## config.mk

```make
export PLATFORM = sky130hd
export DESIGN_NAME = ff_nn_seq_flat
export DESIGN_NICKNAME = d
export VERILOG_FILES = /design/src/rtl/ff_nn_seq_if.sv /design/src/rtl/ff_nn_seq.sv /design/src/flat_wrapper.sv
export SDC_FILE = /design/constraint.sdc
export NUM_CORES = 1
export LEC_CHECK = 0
export BUFFER_PORTS_ARGS = -buffer_cell sky130_fd_sc_hd__clkbuf_2
export CORE_MARGIN = 5
export CORE_UTILIZATION = 35
export DETAILED_ROUTE_END_ITERATION = 10
export PLACE_DENSITY = 0.54
export SLEW_MARGIN = 20
export SYNTH_ARGS = -nofsm -noshare
export SYNTH_HDL_FRONTEND = slang
export SYNTH_SLANG_ARGS = --single-unit
```

## constraint.sdc

```tcl
create_clock -name CLK -period 12.6 [get_ports CLK]
set_input_delay 0.63 -clock CLK [delete_from_list [all_inputs] [get_ports CLK]]
set_output_delay 0.63 -clock CLK [all_outputs]
set_load 0.02 [all_outputs]
```

## src/rtl/ff_nn_seq_if.sv

```systemverilog
// Sample/result handshake and weight-write port of the ff_nn_seq neuron layer.
interface ff_nn_seq_if #(
  parameter int N_IN  = 4,
  parameter int N_OUT = 2,
  parameter int W     = 9,
  parameter int AW    = $clog2(N_OUT*(N_IN+1))
);
  logic              in_valid;
  logic              in_ready;
  logic [N_IN*W-1:0] x;
  logic              w_we;
  logic [AW-1:0]     w_addr;
  logic [W-1:0]      w_data;
  logic              y_valid;
  logic              y_ready;
  logic [N_OUT-1:0]  y;

  modport master (
    output in_valid, x, w_we, w_addr, w_data, y_ready,
    input  in_ready, y_valid, y
  );
  modport slave (
    input  in_valid, x, w_we, w_addr, w_data, y_ready,
    output in_ready, y_valid, y
  );
endinterface

```

## src/rtl/ff_nn_seq.sv

```systemverilog
// Sequential single-layer perceptron: one shared multiplier walks every
// (neuron, input) pair and applies a step activation per neuron.
module ff_nn_seq #(
  parameter int N_IN  = 4,
  parameter int N_OUT = 2,
  parameter int W     = 9
) (
  input  logic       CLK,
  input  logic       RST,
  ff_nn_seq_if.slave bus
);
  localparam int ACC_W = 2*W + $clog2(N_IN+1);
  localparam int N_ENT = N_OUT*(N_IN+1);
  localparam int AW    = $clog2(N_ENT);
  localparam int IW    = (N_IN  > 1) ? $clog2(N_IN)  : 1;
  localparam int JW    = (N_OUT > 1) ? $clog2(N_OUT) : 1;

  typedef enum logic [1:0] {IDLE = 2'd0, MAC = 2'd1, OUT = 2'd2} state_t;

  state_t                  state_r;
  logic signed [W-1:0]     wmem_r [N_ENT];
  logic [N_IN*W-1:0]       x_r;
  logic signed [ACC_W-1:0] acc_r;
  logic [IW-1:0]           i_r;
  logic [JW-1:0]           j_r;
  logic [N_OUT-1:0]        y_r;
  logic                    y_valid_r;
  logic                    in_ready_r;

  logic [AW-1:0]           w_idx_s;
  logic [AW-1:0]           b_next_idx_s;
  logic signed [W-1:0]     x_sel_s;
  logic signed [W-1:0]     w_sel_s;
  logic signed [2*W-1:0]   prod_s;
  logic signed [ACC_W-1:0] acc_next_s;
  logic signed [ACC_W-1:0] b_next_s;
  logic                    last_i_s;
  logic                    last_j_s;
  logic                    w_ok_s;

  function automatic logic signed [ACC_W-1:0] sext_w(input logic signed [W-1:0] v);
    return $signed({{(ACC_W-W){v[W-1]}}, v});
  endfunction

  function automatic logic signed [ACC_W-1:0] sext_p(input logic signed [2*W-1:0] v);
    return $signed({{(ACC_W-2*W){v[2*W-1]}}, v});
  endfunction

  // Operand selection, shared multiply and next-bias lookup
  always_comb begin
    w_idx_s      = AW'(j_r) * AW'(N_IN+1) + AW'(i_r);
    b_next_idx_s = (AW'(j_r) + AW'(1)) * AW'(N_IN+1) + AW'(N_IN);
    x_sel_s      = x_r[int'(i_r)*W +: W];
    w_sel_s      = wmem_r[w_idx_s];
    prod_s       = x_sel_s * w_sel_s;
    acc_next_s   = acc_r + sext_p(prod_s);
    last_i_s     = (i_r == IW'(N_IN-1));
    last_j_s     = (j_r == JW'(N_OUT-1));
    w_ok_s       = bus.w_we && (state_r == IDLE) &&
                   ({1'b0, bus.w_addr} < (AW+1)'(N_ENT));
    if (last_j_s) begin
      b_next_s = {ACC_W{1'b0}};
    end else begin
      b_next_s = sext_w(wmem_r[b_next_idx_s]);
    end
  end

  // Weight/bias register file, writable only while idle
  always_ff @(posedge CLK) begin
    if (!RST) begin
      for (int k = 0; k < N_ENT; k++) begin
        wmem_r[k] <= {W{1'b0}};
      end
    end else if (w_ok_s) begin
      wmem_r[bus.w_addr] <= bus.w_data;
    end
  end

  // Control FSM with registered handshake outputs
  always_ff @(posedge CLK) begin
    if (!RST) begin
      state_r    <= IDLE;
      in_ready_r <= 1'b1;
      y_valid_r  <= 1'b0;
      y_r        <= {N_OUT{1'b0}};
      acc_r      <= {ACC_W{1'b0}};
      i_r        <= {IW{1'b0}};
      j_r        <= {JW{1'b0}};
      x_r        <= {(N_IN*W){1'b0}};
    end else begin
      case (state_r)
        IDLE: begin
          // Bias read here sees the pre-write value if a write lands this edge
          if (bus.in_valid) begin
            x_r        <= bus.x;
            i_r        <= {IW{1'b0}};
            j_r        <= {JW{1'b0}};
            acc_r      <= sext_w(wmem_r[AW'(N_IN)]);
            state_r    <= MAC;
            in_ready_r <= 1'b0;
          end
        end
        MAC: begin
          if (last_i_s) begin
            y_r[j_r] <= ~acc_next_s[ACC_W-1];
            acc_r    <= b_next_s;
            i_r      <= {IW{1'b0}};
            if (last_j_s) begin
              j_r       <= {JW{1'b0}};
              state_r   <= OUT;
              y_valid_r <= 1'b1;
            end else begin
              j_r <= j_r + JW'(1);
            end
          end else begin
            acc_r <= acc_next_s;
            i_r   <= i_r + IW'(1);
          end
        end
        OUT: begin
          if (bus.y_ready) begin
            state_r    <= IDLE;
            y_valid_r  <= 1'b0;
            in_ready_r <= 1'b1;
          end
        end
        default: begin
          state_r    <= IDLE;
          y_valid_r  <= 1'b0;
          in_ready_r <= 1'b1;
        end
      endcase
    end
  end

  assign bus.in_ready = in_ready_r;
  assign bus.y_valid  = y_valid_r;
  assign bus.y        = y_r;

endmodule

```

## src/flat_wrapper.sv

```systemverilog
// flat-port wrapper written by rule: the top's interface ports become plain ports
module ff_nn_seq_flat 
#(
  parameter int N_IN  = 4,
  parameter int N_OUT = 2,
  parameter int W     = 9
)
  (CLK, RST, bus_in_valid, bus_x, bus_w_we, bus_w_addr, bus_w_data, bus_y_ready, bus_in_ready, bus_y_valid, bus_y);
  ff_nn_seq_if #(.N_IN(N_IN), .N_OUT(N_OUT), .W(W)) bus_i ();
  input  logic CLK;
  input  logic RST;
  input wire logic [$bits(bus_i.in_valid)-1:0] bus_in_valid;
  input wire logic [$bits(bus_i.x)-1:0] bus_x;
  input wire logic [$bits(bus_i.w_we)-1:0] bus_w_we;
  input wire logic [$bits(bus_i.w_addr)-1:0] bus_w_addr;
  input wire logic [$bits(bus_i.w_data)-1:0] bus_w_data;
  input wire logic [$bits(bus_i.y_ready)-1:0] bus_y_ready;
  output wire logic [$bits(bus_i.in_ready)-1:0] bus_in_ready;
  output wire logic [$bits(bus_i.y_valid)-1:0] bus_y_valid;
  output wire logic [$bits(bus_i.y)-1:0] bus_y;
  assign bus_i.in_valid = bus_in_valid;
  assign bus_i.x = bus_x;
  assign bus_i.w_we = bus_w_we;
  assign bus_i.w_addr = bus_w_addr;
  assign bus_i.w_data = bus_w_data;
  assign bus_i.y_ready = bus_y_ready;
  assign bus_in_ready = bus_i.in_ready;
  assign bus_y_valid = bus_i.y_valid;
  assign bus_y = bus_i.y;
  ff_nn_seq #(.N_IN(N_IN), .N_OUT(N_OUT), .W(W)) u_core (.CLK(CLK), .RST(RST), .bus(bus_i));
endmodule
```

# Word level (Yosys, flattened, before mapping)
# Memory sizes are Yosys's and may differ from the RTL's.
# Index checks and enable logic that the tools add are counted.
[classes]
addsub = 6
multipliers = 4
order_cmp = 3
eq_ne = 7
n_shift = 1
muxes = 32
bitwise = 3
n_reduce_logical = 13
[ops]
columns = ["op", "n"]
rows = [
  ["$mux 21", 3],
  ["$pmux 21 s2", 1],
  ["$shiftx 36x7->9", 1],
  ["$add 21x18->21", 1],
  ["$mul 9x9->18", 1],
  ["$mux 1", 13],
  ["$mux 2", 6],
  ["$mux 9", 1],
  ["$reduce_or 9->1", 1],
  ["$reduce_and 4->1", 2],
  ["$mul 2x4->6 const B", 1],
  ["$pmux 1 s3", 2],
  ["$pmux 2 s3", 1],
  ["$reduce_and 2->1", 3],
  ["$reduce_and 3->1", 2],
  ["$add 4x2->4", 1],
  ["$add 4x3->4 const B", 1],
  ["$eq 2x2->1 const B", 2],
  ["$lt 4x4->1 const B", 1],
  ["$mul 1x3->4 const B", 1],
  ["$mul 4x3->4 const B", 1],
  ["$mux 4", 1],
  ["$ne 2x1->1 const B", 2],
  ["$ne 2x2->1 const B", 2],
  ["other kinds (14)", 18],
]
[totals]
regBits = 66
mem_bits_rw = 90
input_bits = 54
output_inout_bits = 4
word_cells = 78
mem_count = 1
[mem_list]
columns = ["memory", "depth", "word_bits", "read_ports", "rd_ports_with_merged_regs", "write_ports", "line_no", "text"]
rows = [
  ["u_core.wmem_r", 10, 9, 3, 0, 10, "ff_nn_seq.sv:21", "logic signed [W-1:0] wmem_r [N_ENT];"],
]

# Depth between registers and ports, before layout
[logic_depth]
ltp_word = 8
ltp_mapped = 27
mapped_depth_nobuf = 24

# Worst setup path before layout
# Ideal clock, no wire load.
[synth_path]
path_type = "register to register"
from = "register u_core.i_r[0]"
to = "register u_core.acc_r[17]"
setup_time_ps = 79
t_arrival_ps = 6320
required_time_ps = 12521
setup_slack_ps = 6201
path_stages_with_launch = 25
path_buffers = 2
period_less_slack_ps = 6399
path_cell_list = "dfxtp_1 ha_1 ha_1 buf_4 mux4_1 and2b_1 a211oi_1 a21oi_2 nand2_1 fa_1 fa_1 fa_1 inv_1 fa_1 inv_1 fa_1 inv_1 ha_1 buf_2 nand3_2 nor2_1 a221o_1 o21a_1 or4_1 o211ai_1"
[synth_between]
elab_chain_cells = 6
elab_cells_between_ends = 9
classes_between = "add/sub: 2; mul: 2; eq/ne: 1; shift: 1; mux: 2; memory: 1"
[synth_rtl]
columns = ["item", "line_no", "text"]
rows = [
  ["start, declared", "ff_nn_seq.sv:24", "logic [IW-1:0] i_r;"],
  ["start signal, assigned", "ff_nn_seq.sv:87", "i_r <= {IW{1'b0}};"],
  ["start signal, assigned", "ff_nn_seq.sv:96", "i_r <= {IW{1'b0}};"],
  ["start signal, assigned", "ff_nn_seq.sv:107", "i_r <= {IW{1'b0}};"],
  ["$mul 2x4->6 / $add 4x2->4 (equally long branches)", "ff_nn_seq.sv:53, ff_nn_seq.sv:51", ""],
  ["$shiftx 36x7->9 / $mem_v2 10x9 (equally long branches)", "-", ""],
  ["$mul 9x9->18", "ff_nn_seq.sv:55", "prod_s = x_sel_s * w_sel_s;"],
  ["$add 21x18->21", "ff_nn_seq.sv:56", "acc_next_s = acc_r + sext_p(prod_s);"],
  ["$mux 21 *", "ff_nn_seq.sv:104", "if (last_i_s) begin"],
  ["$pmux 21 s2 *", "ff_nn_seq.sv:91", "case (state_r)"],
  ["end signal, assigned", "ff_nn_seq.sv:98", "acc_r <= sext_w(wmem_r[AW'(N_IN)]);"],
  ["end signal, assigned", "ff_nn_seq.sv:106", "acc_r <= b_next_s;"],
  ["end signal, assigned", "ff_nn_seq.sv:116", "acc_r <= acc_next_s;"],
  ["end, declared", "ff_nn_seq.sv:23", "logic signed [ACC_W-1:0] acc_r;"],
]
# Mark *: on every way between the ends. The rest lies on a longest branch, timed or not.
# A chain may end at the register's enable or synchronous reset.

# Worst setup path after layout
# Same ends and word-level chain as after synthesis.

==> results_dict.tcl <==
set metrics [dict create \
    criticalPathCategory "reg -> reg" \
    crit_fanout 36 \
    cp.arrival_ns 8.32 \
    r2r_cells 23 \
    area_delta_synth_final_pct 12.5 \
    leakagePower_uw 0.00632 \
    cap_violations 0 \
    via_per_inst 4.91 \
    core_area_um2 37800 \
    die_area_um2 42300 \
    synth_sequential_area_ratio 0.421 \
    routedWlPerCell_um 17.5 \
    ir_drop_uv 101 \
    period_share 0.623 \
    ys_types 73 \
    mostFrequentLayoutCell "nand2_1" \
    final_cells 1811 \
    firstDrtPassIters 5 \
    drv_slew 0 \
    avgSynthCellArea_um2 11.3 \
    grt_max_degree 82 \
    io_buffers 57 \
    grt_usage 0.154 \
    finalWorstSetupSlack_ns 4.75 \
    endpoint_kind "flip-flop" \
    powerDensity_nw_per_um2 146 \
    async_reset_ff_frac 0 \
    post-route-util 0.399 \
    dp_hpwl_mm 22.9 \
    finalHoldViolations 0 \
    cpPeakStageDelay_ns 0.82 \
    dp_slack_ns 4.70 \
    clock_sinks 210 \
    numCtsBuffers 24 \
    critPathMostFrequentCell "fa_1" \
    fmaxAchievable_ghz 0.127 \
    cts-root-buf "clkbuf_16" \
    grt_overflow 0 \
    ant_nets 0 \
    post-route-min-period_ns 7.85 \
    netlist_instances 1185 \
    crit_chain "ha_2, buf_4, mux4_1, nor2b_1, a211oi_1, a21oi_2, and2_1, fa_1, inv_1, fa_1, inv_1, fa_1, fa_1, inv_1, fa_1, inv_1, ha_1, a21oi_1, nor2_1, a221o_1, o21a_1, or4_1, o211ai_1" \
    most-common-layout-cells "nand2_1, inv_1, edfxtp_1, nor2_1, fa_1" \
    h-tree-depth 1 \
    cp_slowest_cell "dfxtp_1" \
    clockBufferDepth 3 \
    clock_latency_ns 0.55 \
    synthTopCellsByArea "edfxtp_1, fa_1, dfxtp_1" \
    yosysTopAreaCellShare 0.323 \
    antenna_found_initial 0 \
    place_congestion 0.834 \
    grt_util_met3 0.0221 \
    ys_seq_elements 210 \
    antenna_cells 0 \
    relSlewSlack 0.430 \
    use_met1 0.204 \
    clkTransAtPathRegs_ns 0.06 \
    startpoint_type "flip-flop" \
    totalWireLength_mm 31.7 \
    nets 1488 \
    synth-edff-count 144 \
    num_vias 8890 \
    cts_resized 0 \
    cp.required_ns 13.07 \
    clock_skew_ns 0.0149 \
    die_w_um 206 \
    ios 58 \
    grt_pass1_vias 9323 \
    whs_path_depth 3 \
    ctsHoldBuffers 0 \
    start_util 0.355 \
    drive_gt1_frac 0.115 \
    setup-violations-final 0 \
    ys_warn_count 0 \
    cts_tree "built" \
    drcViolationCount 0 \
    place_inst 1769 \
    grt.busiest_layer "met2" \
    status "finished clean" \
    post-cts-setup-buffer-count 0 \
    tns_ns 0 \
    synth_top_area_cell "edfxtp_1" \
    ys_dominant_reg_cell "edfxtp_1" \
    fp.dieH_um 206 \
    hold_path.class "in -> reg" \
    grt_pass1_wl_mm 51.3 \
    num_rows 71 \
    detail_route.iter0.violations 437 \
    worst_pin_slew_ns 0.855 \
    netlist_area_um2 13400 \
    met2_usage 0.270 \
    rsz0062_at_grt "no" \
]
==> Yosys cell counts (5+ instances only) <==
cell type / n
nand2_1: 162
inv_1: 145
edfxtp_1: 144
nor2_1: 110
fa_1: 93
dfxtp_1: 66
ha_1: 57
a21boi_0: 39
and2_1: 34
o21ai_0: 31
clkbuf_1: 27
a21oi_1: 26
mux4_1: 24
mux4_2: 20
nor2b_1: 17
mux2i_1: 13
nand3_1: 12
a211oi_1: 9
a21oi_2: 9
o21a_1: 9
o211ai_1: 8
a31oi_1: 7
nand2b_1: 7
xnor2_1: 7
nand4_1: 6
nor3_1: 6
and3_1: 5
buf_2: 5
buf_6: 5
==> per-layer routing <==
metal  up-vias  wire (um)
met5         -          0
met4         0        710
met3        45       1260
met2       170      15600
met1      4443      14100
li1       4232          -
==> where the power goes <==
part	internal, uW	total (uW)	switching (uW)
logic	281	716	435
clock network	393	687	294
registers	779	802	22.4
==> area by class of cell <==
type	instances	area [um2]
repair buffers	67	360
multi-input cells	835	7110
flip-flops and latches	210	5650
inverters	146	548
clock buffers	28	657
fillers	3698	22700
clock inverters	14	118
well taps	511	639
==> sequential cells by signal, summed over array words and instances, names as in the netlist <==
name	flops
u_core.acc_r	21
u_core.bus.in_ready	1
u_core.bus.y	2
u_core.bus.y_valid	1
u_core.i_r	2
u_core.j_r	1
u_core.state_r	2
u_core.wmem_r	144
u_core.x_r	36
==> kinds of logic after synthesis <==
group | count (synthesis) | share of synthesized area
buffers and inverters | 193 | 0.0634
XOR/XNOR | 10 | 0.00794
AO/OA/AOI/OAI | 175 | 0.0901
AND/OR/NAND/NOR | 388 | 0.133
adder cells (fa/ha/maj) | 150 | 0.192
multiplexers | 58 | 0.0922
flip-flops | 210 | 0.421
other | 1 | 0.000280
==> metrics by stage <==
step,instance area (um2),power (uW),hold WS [ns]
2_1_floorplan,13600,1360,0.440
3_3_place_gp,14300,1530,0.453
3_5_place_dp,14300,1530,0.458
4_1_cts,15100,2230,0.297
5_1_grt,15100,2360,0.311
6_report,15100,2200,0.315
==> final timing paths <==
path / start / endpoint / slack (ns)
worst min-delay path: bus_x[8] / u_core.x_r[8] / 0.32
worst max register to register: u_core.i_r[0] / u_core.acc_r[17] / 4.75
worst min register to register: u_core.x_r[27] / u_core.x_r[27] / 0.46
worst max-delay path: u_core.i_r[0] / u_core.acc_r[17] / 4.75
==> critical path: cells and delay by family, from the launching register on <==
family | cells | cell delay, ns
muxes | 1 | 0.65
adders and majority gates | 7 | 3.20
buffers and inverters | 5 | 0.72
and+or+nand+nor | 4 | 0.97
AOI/OAI and AO/OA | 6 | 1.41
DFF | 1 | 0.82
Power figures use the tool's default switching activity.
